`src/rtl/display_scan_sequencer_if.sv`:
```
// Digit load request and scan outputs shared between the digit source (master)
// and the two-digit scan sequencer (slave).
interface display_scan_sequencer_if;
    logic [3:0] digit0;
    logic [3:0] digit1;
    logic       update;
    logic       enable;
    logic       blank;
    logic [3:0] digit_out;
    logic       frame_done;

    modport master (
        output digit0, digit1, update,
        input  enable, blank, digit_out, frame_done
    );

    modport slave (
        input  digit0, digit1, update,
        output enable, blank, digit_out, frame_done
    );
endinterface

```
`src/rtl/display_scan_sequencer.sv`:
```
// Two-digit seven-segment scan sequencer: alternates digits with blanking gaps and
// double-buffers digit updates so both digits change together at a frame boundary.
module display_scan_sequencer #(
    parameter int SHOW_CYCLES  = 24000,
    parameter int BLANK_CYCLES = 240
) (
    input  logic                          clk,
    input  logic                          reset,
    display_scan_sequencer_if.slave       bus
);

    localparam int MAX_A = (SHOW_CYCLES > BLANK_CYCLES) ? SHOW_CYCLES : BLANK_CYCLES;
    localparam int MAX_C = (MAX_A > 2) ? MAX_A : 2;
    localparam int CW    = $clog2(MAX_C);
    localparam logic [CW-1:0] SHOW_LAST  = CW'(SHOW_CYCLES - 1);
    localparam logic [CW-1:0] BLANK_LAST = CW'((BLANK_CYCLES > 0) ? (BLANK_CYCLES - 1) : 0);
    localparam bit            HAS_GAP    = (BLANK_CYCLES > 0);

    typedef enum logic [1:0] {
        SHOW0 = 2'd0,
        GAP0  = 2'd1,
        SHOW1 = 2'd2,
        GAP1  = 2'd3
    } state_t;

    state_t        state_r, state_nxt_s, succ_s;
    logic [CW-1:0] cnt_r, cnt_nxt_s;
    logic          last_s;
    logic [3:0]    shadow0_r, shadow1_r, shadow0_nxt_s, shadow1_nxt_s;
    logic [3:0]    pend0_r, pend1_r, pend0_nxt_s, pend1_nxt_s;
    logic          pend_valid_r, pend_valid_nxt_s;
    logic          enable_r, blank_r, frame_done_r;
    logic [3:0]    digit_out_r;
    logic          enable_nxt_s, blank_nxt_s, frame_done_nxt_s;
    logic [3:0]    digit_out_nxt_s;

    // Phase sequencing: detect the last cycle of the current phase and pick its successor.
    always_comb begin
        last_s = 1'b1;
        succ_s = SHOW0;
        case (state_r)
            SHOW0: begin
                last_s = (cnt_r == SHOW_LAST);
                succ_s = HAS_GAP ? GAP0 : SHOW1;
            end
            GAP0: begin
                last_s = (cnt_r == BLANK_LAST);
                succ_s = SHOW1;
            end
            SHOW1: begin
                last_s = (cnt_r == SHOW_LAST);
                succ_s = HAS_GAP ? GAP1 : SHOW0;
            end
            GAP1: begin
                last_s = (cnt_r == BLANK_LAST);
                succ_s = SHOW0;
            end
            default: begin
                last_s = 1'b1;
                succ_s = SHOW0;
            end
        endcase
        if (last_s) begin
            state_nxt_s = succ_s;
            cnt_nxt_s   = {CW{1'b0}};
        end else begin
            state_nxt_s = state_r;
            cnt_nxt_s   = cnt_r + CW'(1);
        end
    end

    // Double buffer: frame_done_r marks the frame's last cycle, so its closing edge is the swap point.
    always_comb begin
        shadow0_nxt_s    = shadow0_r;
        shadow1_nxt_s    = shadow1_r;
        pend0_nxt_s      = pend0_r;
        pend1_nxt_s      = pend1_r;
        pend_valid_nxt_s = pend_valid_r;
        if (frame_done_r) begin
            pend_valid_nxt_s = 1'b0;
            if (bus.update) begin
                shadow0_nxt_s = bus.digit0;
                shadow1_nxt_s = bus.digit1;
            end else if (pend_valid_r) begin
                shadow0_nxt_s = pend0_r;
                shadow1_nxt_s = pend1_r;
            end else begin
                shadow0_nxt_s = shadow0_r;
                shadow1_nxt_s = shadow1_r;
            end
        end else if (bus.update) begin
            pend0_nxt_s      = bus.digit0;
            pend1_nxt_s      = bus.digit1;
            pend_valid_nxt_s = 1'b1;
        end else begin
            pend_valid_nxt_s = pend_valid_r;
        end
    end

    // Output decode of the upcoming state so the outputs can be registered without lag.
    always_comb begin
        enable_nxt_s    = 1'b0;
        blank_nxt_s     = 1'b0;
        digit_out_nxt_s = shadow0_nxt_s;
        case (state_nxt_s)
            SHOW0: begin enable_nxt_s = 1'b0; blank_nxt_s = 1'b0; digit_out_nxt_s = shadow0_nxt_s; end
            GAP0:  begin enable_nxt_s = 1'b1; blank_nxt_s = 1'b1; digit_out_nxt_s = shadow1_nxt_s; end
            SHOW1: begin enable_nxt_s = 1'b1; blank_nxt_s = 1'b0; digit_out_nxt_s = shadow1_nxt_s; end
            GAP1:  begin enable_nxt_s = 1'b0; blank_nxt_s = 1'b1; digit_out_nxt_s = shadow0_nxt_s; end
            default: begin enable_nxt_s = 1'b0; blank_nxt_s = 1'b0; digit_out_nxt_s = shadow0_nxt_s; end
        endcase
        if (HAS_GAP) begin
            frame_done_nxt_s = (state_nxt_s == GAP1) && (cnt_nxt_s == BLANK_LAST);
        end else begin
            frame_done_nxt_s = (state_nxt_s == SHOW1) && (cnt_nxt_s == SHOW_LAST);
        end
    end

    // State, buffers and registered outputs; reset has priority over every update.
    always_ff @(posedge clk) begin
        if (reset) begin
            state_r      <= SHOW0;
            cnt_r        <= {CW{1'b0}};
            shadow0_r    <= 4'd0;
            shadow1_r    <= 4'd0;
            pend0_r      <= 4'd0;
            pend1_r      <= 4'd0;
            pend_valid_r <= 1'b0;
            enable_r     <= 1'b0;
            blank_r      <= 1'b0;
            digit_out_r  <= 4'd0;
            frame_done_r <= 1'b0;
        end else begin
            state_r      <= state_nxt_s;
            cnt_r        <= cnt_nxt_s;
            shadow0_r    <= shadow0_nxt_s;
            shadow1_r    <= shadow1_nxt_s;
            pend0_r      <= pend0_nxt_s;
            pend1_r      <= pend1_nxt_s;
            pend_valid_r <= pend_valid_nxt_s;
            enable_r     <= enable_nxt_s;
            blank_r      <= blank_nxt_s;
            digit_out_r  <= digit_out_nxt_s;
            frame_done_r <= frame_done_nxt_s;
        end
    end

    assign bus.enable     = enable_r;
    assign bus.blank      = blank_r;
    assign bus.digit_out  = digit_out_r;
    assign bus.frame_done = frame_done_r;

endmodule

```
`src/flat_wrapper.sv`:
```
// flat-port wrapper written by rule: the top's interface ports become plain ports
module display_scan_sequencer_flat 
#(
    parameter int SHOW_CYCLES  = 24000,
    parameter int BLANK_CYCLES = 240
)
  (clk, reset, bus_digit0, bus_digit1, bus_update, bus_enable, bus_blank, bus_digit_out, bus_frame_done);
  display_scan_sequencer_if bus_i ();
  input  logic clk;
  input  logic reset;
  input wire logic [$bits(bus_i.digit0)-1:0] bus_digit0;
  input wire logic [$bits(bus_i.digit1)-1:0] bus_digit1;
  input wire logic [$bits(bus_i.update)-1:0] bus_update;
  output wire logic [$bits(bus_i.enable)-1:0] bus_enable;
  output wire logic [$bits(bus_i.blank)-1:0] bus_blank;
  output wire logic [$bits(bus_i.digit_out)-1:0] bus_digit_out;
  output wire logic [$bits(bus_i.frame_done)-1:0] bus_frame_done;
  assign bus_i.digit0 = bus_digit0;
  assign bus_i.digit1 = bus_digit1;
  assign bus_i.update = bus_update;
  assign bus_enable = bus_i.enable;
  assign bus_blank = bus_i.blank;
  assign bus_digit_out = bus_i.digit_out;
  assign bus_frame_done = bus_i.frame_done;
  display_scan_sequencer #(.SHOW_CYCLES(SHOW_CYCLES), .BLANK_CYCLES(BLANK_CYCLES)) u_core (.clk(clk), .reset(reset), .bus(bus_i));
endmodule
```
`config.mk`:
```
export PLATFORM = sky130hd
export DESIGN_NAME = display_scan_sequencer_flat
export DESIGN_NICKNAME = d
export VERILOG_FILES = /design/src/rtl/display_scan_sequencer_if.sv /design/src/rtl/display_scan_sequencer.sv /design/src/flat_wrapper.sv
export SDC_FILE = /design/constraint.sdc
export NUM_CORES = 1
export LEC_CHECK = 0
export CORE_ASPECT_RATIO = 1.4
export CORE_MARGIN = 5
export CORE_UTILIZATION = 55
export DETAILED_ROUTE_END_ITERATION = 6
export PLACE_DENSITY = 0.77
export SETUP_SLACK_MARGIN = 0.5
export SYNTH_ARGS = -nofsm -noshare
export SYNTH_HDL_FRONTEND = slang
export SYNTH_SLANG_ARGS = --single-unit
```
`constraint.sdc`:
```
create_clock -name clk -period 3.7 [get_ports clk]
set_input_delay 0.74 -clock clk [delete_from_list [all_inputs] [get_ports clk]]
set_output_delay 0.74 -clock clk [all_outputs]
set_load 0.005 [all_outputs]
```
==> results.tsv, run 1 <==
stage	metric	value	unit
outcome	status	finished, final reports clean	
worst_hold_path	Hold Crit Depth	2	
synth	Avg Cell Area, Syn	9.306	um^2
pwr	total chip power	0.8461	mW
drt	Wirelength per Cell	15.48	um
clock_network	CTS sink count	40	
clock_network	CTS tree	built	
layout	nets	227	
clock_network	Worst-path clk slew	80	ps
sta	setup TNS	0	ps
pwr	sequential power share	52.7	%
clock_network	post_cts resized	0	
global_routing	busiest grt layer	met2	
drt	vias	1414	
worst_setup_path	Worst R2R End	u_core.bus.frame_done	
worst_setup_path	reg2reg setup slack	790	ps
synth	Synth Cell Area	1787	um^2
global_routing	met1 Resource Use GR	18.47	%
sta	slew at the pin closest to its max-slew limit	898.0	ps
sta	Final Skew	4.528	ps
synth	syn nets	209	
worst_hold_path	Hold Path Class	reg2reg	
sta	Pins Over Slew Limit	0	
layout	Final Core Density	66.79	%
synth	yosys warns	0	
worst_setup_path	Critical Path AT	3140	ps
synth	Post-synth top flop	dfxtp_1	
die	total die area	4505	um^2
global_routing	vias in the first global route	1471	
layout	diode count	0	
synth	register area share after synthesis	44.82	%
worst_setup_path	CP endpoint kind	flip-flop	
global_routing	largest net degree at the start of global routing	25	
placed_design	GPL Wtd Cong	0.8275	
global_routing	GRT Total Usage	19.39	%
pwr	maximum vdd ir drop	0.0002891	V
clock_network	post-CTS setup buffer count	0	
clock_network	clock latency on the worst-skew pair	290	ps
drt	Post-DRT Antenna Nets	0	
pwr	switch share	21.80	%
placed_design	IO buf count	17	
clock_network	CTS root buf	clkbuf_8	
sta	final period utilization	78.63	%
worst_setup_path	crit-path most repeated cell	ha_1	
pwr	P_sw	0.1844	mW
placed_design	Post-DP HPWL	2904	um
pwr	Pint	0.6617	mW
worst_setup_path	CP max FO	4	
global_routing	met2 GRT Util	37.90	%
sta	min Tclk post-route	2909	ps
worst_hold_path	Worst Hold End	u_core.shadow1_r[3]	
clock_network	clk buf depth	2	
sta	fmax	343.7	MHz
clock_network	Num CTS Buffers	5	
worst_setup_path	required time worst endpoint	3930	ps
worst_setup_path	CP max stage delay	540	ps
die	DIE WIDTH	58.17	um
sta	final hold vios	0	
sta	Relative slew margins	40.01	%
synth	Post-synth ARST share	0	%
die	I/O Pins	18	
layout	Layout area overhead	16.74	%
worst_setup_path	Crit Path Category	reg2reg	
worst_setup_path	element type at the critical path start	flip-flop	
layout	layout cell share with drive strength beyond 1	6.161	%
worst_setup_path	reg2reg start	u_core.state_r[1]	
die	Site Rows	24	
global_routing	first-pass GRT wire length	6686	um
pwr	Pwr per Cell Area	405.6	nW/um^2
pwr	combinational power share	5.6	%
drt	vias per inst	5.656	
worst_setup_path	R2R depth	10	
pwr	clock share of power	41.7	%
sta	RSZ-0062 raised after global routing	no	
drt	final WL	3871	um
worst_setup_path	CP Cell Sequence	inv_1, ha_1, or4_4, a211oi_4, mux2i_1, ha_1, nor4bb_1, nand2_1, nor4b_1, and4_1	
synth	Seq cells post-synth	40	
synth	Syn Inst Count	192	
synth	synth unique cells	38	
drt	Starting DRT DRC Count	67	
worst_hold_path	HP Start	u_core.shadow1_r[3]	
synth	EDFF count, synth	0	
sta	Setup Viol. Count Final	0	
clock_network	H-tree levels	2	
drt	DRC	0	
layout	cell area after layout	2086	um^2
global_routing	grt ovf	0	
clock_network	hold buffer count at CTS	0	
global_routing	GR Layer Usage met3	5.648	%
worst_setup_path	cell with the largest stage delay on the worst path	or4_4	
pwr	static leakage	0.7911	nW
die	Die Y	77.44	um
job	max cap viols	0	
global_routing	initial antenna violation count	0	
die	Starting Density	57.21	%
die	core footprint	3123	um^2
drt	drt pass-1 iters	4	
placed_design	DP Area	1974	um^2
[worst max-delay path by stage]
stage	from	end	slack [ps]	depth (start not counted)
after global placement	bus_update	u_core.pend0_r[2]	940	4
final	u_core.state_r[1]	u_core.bus.frame_done	790	10
after global routing	u_core.state_r[1]	u_core.bus.frame_done	550	10
after floorplan	u_core.state_r[1]	u_core.bus.frame_done	1150	10
after CTS	u_core.state_r[1]	u_core.bus.frame_done	800	10
after detailed placement	bus_update	u_core.pend1_r[2]	810	4
[logic make-up after synthesis]
logic type	synth area share (%)
AND/OR/NAND/NOR	22.27
adder cells (fa/ha/maj)	4.202
buffers and inverters	2.801
multiplexers	10.36
XOR/XNOR	7.353
AO/OA/AOI/OAI	8.194
flip-flops	44.82
[registers in the layout (all words and copies together) (netlist names)]
| name | count |
|---|---|
| u_core.shadow1_r | 4 |
| u_core.shadow0_r | 4 |
| u_core.pend0_r | 4 |
| u_core.bus.enable | 1 |
| u_core.cnt_r | 15 |
| u_core.pend_valid_r | 1 |
| u_core.bus.frame_done | 1 |
| u_core.bus.digit_out | 4 |
| u_core.bus.blank | 1 |
| u_core.pend1_r | 4 |
| u_core.state_r | 1 |
[routing by layer]
layer / vias up / share of wire, %
met5: - / 0
met1: 679 / 35
met2: 38 / 59
met4: 0 / 1.4
li1: 692 / -
met3: 5 / 4.5
[power groups by stage]
stage / Sequential, mW / Clock (mW) / Combinational [mW]
5_1_grt: 0.447 / 0.383 / 0.0530
3_5_place_dp: 0.456 / 0 / 0.0480
4_1_cts: 0.445 / 0.359 / 0.0485
2_1_floorplan: 0.453 / 0 / 0.0297
3_3_place_gp: 0.455 / 0 / 0.0457
6_report: 0.446 / 0.353 / 0.0475
[Yosys cell counts, types with 2 or more instances]
cell type | n | area (um^2)
a211oi_1 | 4 | 30.03
a21oi_1 | 9 | 45.04
and3_1 | 3 | 18.77
clkbuf_1 | 4 | 15.01
dfxtp_1 | 40 | 800.8
ha_1 | 6 | 75.07
inv_1 | 5 | 18.77
mux2i_1 | 17 | 170.2
nand2_1 | 6 | 22.52
nand2b_1 | 2 | 12.51
nand3_1 | 5 | 25.02
nand4_1 | 2 | 12.51
nor2_1 | 41 | 153.9
nor2b_1 | 4 | 25.02
nor3_1 | 7 | 35.03
nor4_1 | 2 | 12.51
xnor2_1 | 10 | 87.58
xor2_1 | 5 | 43.79
[stage by stage]
step / setup WS (ps) / std cells / hold WS, ps
global route: 545.2 / 250 / 530.9
detailed placement: 813.9 / 242 / 470.1
global placement: 942.9 / 242 / 462.3
floorplan: 1153 / 192 / 446.2
CTS: 802.5 / 250 / 490.9
finish: 790.5 / 250 / 494.1
[layout by cell type (no fill, tap or decap), types with 3 or more instances in the layout]
master and n:
nor2_1 41, dfxtp_1 40, mux2i_1 17, clkdlybuf4s50_1 17, xnor2_1 10, a21oi_1 9
nor3_1 7, nand2_1 6, ha_1 6, inv_1 5, nand3_1 5, xor2_1 5
clkbuf_8 5, a211oi_1 4, nor2b_1 4, and3_1 3
[worst max-delay path: cells and delay by family, from the launching register on]
| family | cells | cell delay [ps] |
|---|---|---|
| AND/OR/NAND/NOR | 5 | 1400 |
| flip-flops | 1 | 410 |
| adder cells (fa/ha/maj) | 2 | 380 |
| AO/OA/AOI/OAI | 1 | 290 |
| multiplexers | 1 | 280 |
| buffers and inverters | 1 | 90 |
[cell type report]
cell class	instances	area, um^2
Inverter	5	18.77
Fill cell	275	1037
Tap cell	39	48.80
Multi-Input combinational cell	141	935.9
Clock inverter	3	42.54
Clock buffer	5	68.82
Sequential cell	40	800.8
Timing Repair Buffer	17	170.2
Note: power is estimated with default switching activity, not from simulation.
==> inputs of run 2 (changes only) <==
CORE_UTILIZATION = 50   (was 55)
PLACE_DENSITY = 0.74   (was 0.77)
clock period = 2.6 ns   (was 3.7 ns; I/O delays follow)
==> results.tsv, run 2 (same netlist as run 1, synthesis figures left out) <==
stage	metric	value	unit	change
drt	Wirelength per Cell	14.56	um	-5.9%
sta	Pins Over Slew Limit	0		unchanged
drt	drt pass-1 iters	4		unchanged
worst_setup_path	CP max FO	5		+1
sta	slew at the pin closest to its max-slew limit	585.6	ps	-312.5 ps
sta	Final Skew	5.465	ps	+0.9366 ps
pwr	Pwr per Cell Area	495.4	nW/um^2	+22%
worst_setup_path	crit-path most repeated cell	ha_2		
clock_network	CTS root buf	clkbuf_8		
global_routing	grt ovf	0		unchanged
pwr	total chip power	1.115	mW	+32%
layout	Largest register FFs	15		unchanged
die	Site Rows	25		+4.2%
clock_network	CTS tree	built		
placed_design	Setup WS pre-CTS	-63.80	ps	-877.7 ps
worst_setup_path	CP Cell Sequence	ha_2, or4_4, a211oi_4, buf_4, mux2_4, ha_2, nor2b_4, nor2_1, a21oi_1		
sta	setup TNS	0	ps	unchanged
die	Starting Density	52.40	%	-4.8 points
drt	final WL	3903	um	+0.83%
sta	Setup Viol. Count Final	0		unchanged
die	I/O Pins	18		unchanged
placed_design	IO buf count	17		unchanged
global_routing	first-pass GRT wire length	6720	um	+0.51%
worst_setup_path	CP max stage delay	520	ps	-20 ps
clock_network	H-tree levels	2		unchanged
clock_network	Worst-path clk slew	80	ps	about the same
layout	nets	244		+7.5%
sta	final worst slack	4.189	ps	-786.3 ps
drt	Post-DRT Antenna Nets	0		unchanged
worst_setup_path	Crit Path Category	reg2reg		
pwr	static leakage	0.8737	nW	+10%
clock_network	CTS sink count	40		unchanged
worst_setup_path	cell with the largest stage delay on the worst path	or4_4		
worst_setup_path	required time worst endpoint	2820	ps	-1110 ps
worst_setup_path	Critical Path AT	2820	ps	-320 ps
clock_network	Num CTS Buffers	5		unchanged
sta	fmax	385.2	MHz	+12%
layout	leading cell type in the layout, fill and taps excluded	nor2_1		
sta	final hold vios	0		unchanged
layout	diode count	0		unchanged
clock_network	clock latency on the worst-skew pair	290	ps	about the same
placed_design	GPL Wtd Cong	0.9228		+12%
global_routing	initial antenna violation count	0		unchanged
clock_network	clk buf depth	2		unchanged
layout	number of fill cells in the layout	277		+0.73%
global_routing	largest net degree at the start of global routing	14		-44%
worst_hold_path	Hold Path Class	reg2reg		
outcome	status	finished, final reports clean		
pwr	maximum vdd ir drop	0.0004231	V	+46%
layout	Biggest register	u_core.cnt_r		
layout	layout cell share with drive strength beyond 1	19.30	%	+13 points
die	DIE WIDTH	60.52	um	+4.0%
sta	RSZ-0062 raised after global routing	yes		
die	core footprint	3410	um^2	+9.2%
global_routing	vias in the first global route	1588		+8.0%
drt	DRC	0		unchanged
worst_setup_path	CP endpoint kind	flip-flop		
die	total die area	4886	um^2	+8.5%
sta	final period utilization	99.84	%	+21 points
layout	Layout area overhead	25.98	%	
drt	Starting DRT DRC Count	75		+12%
clock_network	hold buffer count at CTS	0		unchanged
sta	min Tclk post-route	2596	ps	-313.7 ps
placed_design	Post-DP HPWL	3052	um	+5.1%
die	Die Y	80.73	um	+4.2%
worst_setup_path	element type at the critical path start	flip-flop		
job	max cap viols	0		unchanged
drt	vias per inst	5.507		-2.6%
global_routing	GRT Total Usage	18.24	%	-1.2 points
sta	Relative slew margins	60.70	%	+21 points
layout	most frequent cells in the layout	39 x nor2_1, 36 x dfxtp_1, 17 x clkdlybuf4s50_1, 17 x buf_4, 16 x mux2i_1		
drt	vias	1476		+4.4%
==> run 2: changes by cell type in the layout (fill, tap and decap cells not counted), sizes merged <==
cell / before / now
bufinv: 1 / 0
clkbuf: 5 / 6
buf: 0 / 17
==> run 2: cell type report <==
type | instances | area, um^2 | share of cell area [%]
clock inverters | 2 | 16.27 | 0.7226
well taps | 40 | 50.05 | 2.223
flip-flops and latches | 40 | 805.8 | 35.80
repair buffers | 34 | 297.8 | 13.23
multi-input cells | 141 | 989.7 | 43.97
clock buffers | 6 | 72.57 | 3.224
inverters | 5 | 18.77 | 0.8338
==> run 2: critical path, delay by kind of cell, from the launching register on <==
family          cells  cell delay (ps)
compound gates      2              420
fa+ha+maj           2              520
buf+inv             1              170
flops               1              340
mux                 1              300
simple gates        3              790
==> run 2: per-stage QoR <==
step | std cells | util [%] | hold slack (ps) | cell area [um^2]
floorplan | 192 | - | 446.2 | 1803
finish | 268 | 66.02 | 497.5 | 2251
global route | 268 | 66.02 | 528.9 | 2251
CTS | 268 | 65.36 | 499.2 | 2228
detailed placement | 258 | 61.72 | 480.8 | 2105
global placement | 258 | 61.72 | 457.3 | 2105
==> run 2: worst paths after layout <==
kind | end | depth (start not counted) | startpoint | slack (ps)
hold reg to reg | u_core.shadow1_r[0] | 2 | u_core.shadow1_r[0] | 500
hold / removal | u_core.shadow1_r[0] | 2 | u_core.shadow1_r[0] | 500
setup reg to reg | u_core.bus.digit_out[0] | 9 | u_core.bus.blank | 4
setup / recovery | u_core.bus.digit_out[0] | 9 | u_core.bus.blank | 4
==> run 2: timing repair <==
| item | CTS | global route |
|---|---|---|
| resized for setup | 6 | 4 |
| gates cloned | 0 | 0 |
| endpoints found under the setup margin | 6 | 6 |
| pin swaps | 3 | 0 |
| buffers inserted | 2 | 0 |
| endpoints found under the hold margin | 0 | 0 |
==> run 2: layer usage <==
metal  wire [um]  GRT usage [%]  vias up
li1            -              -      728
met1        1457          18.41      692
met2        2121          32.36       41
met3         160          5.246       15
met4         163          10.63        0
met5           0              0        -
==> run 2: report_power, final <==
| group | total, mW | internal, mW | switching [mW] |
|---|---|---|---|
| clock network | 0.409 | 0.191 | 0.218 |
| logic | 0.0735 | 0.0380 | 0.0355 |
| registers | 0.633 | 0.624 | 0.00836 |
| total | 1.12 | 0.853 | 0.262 |
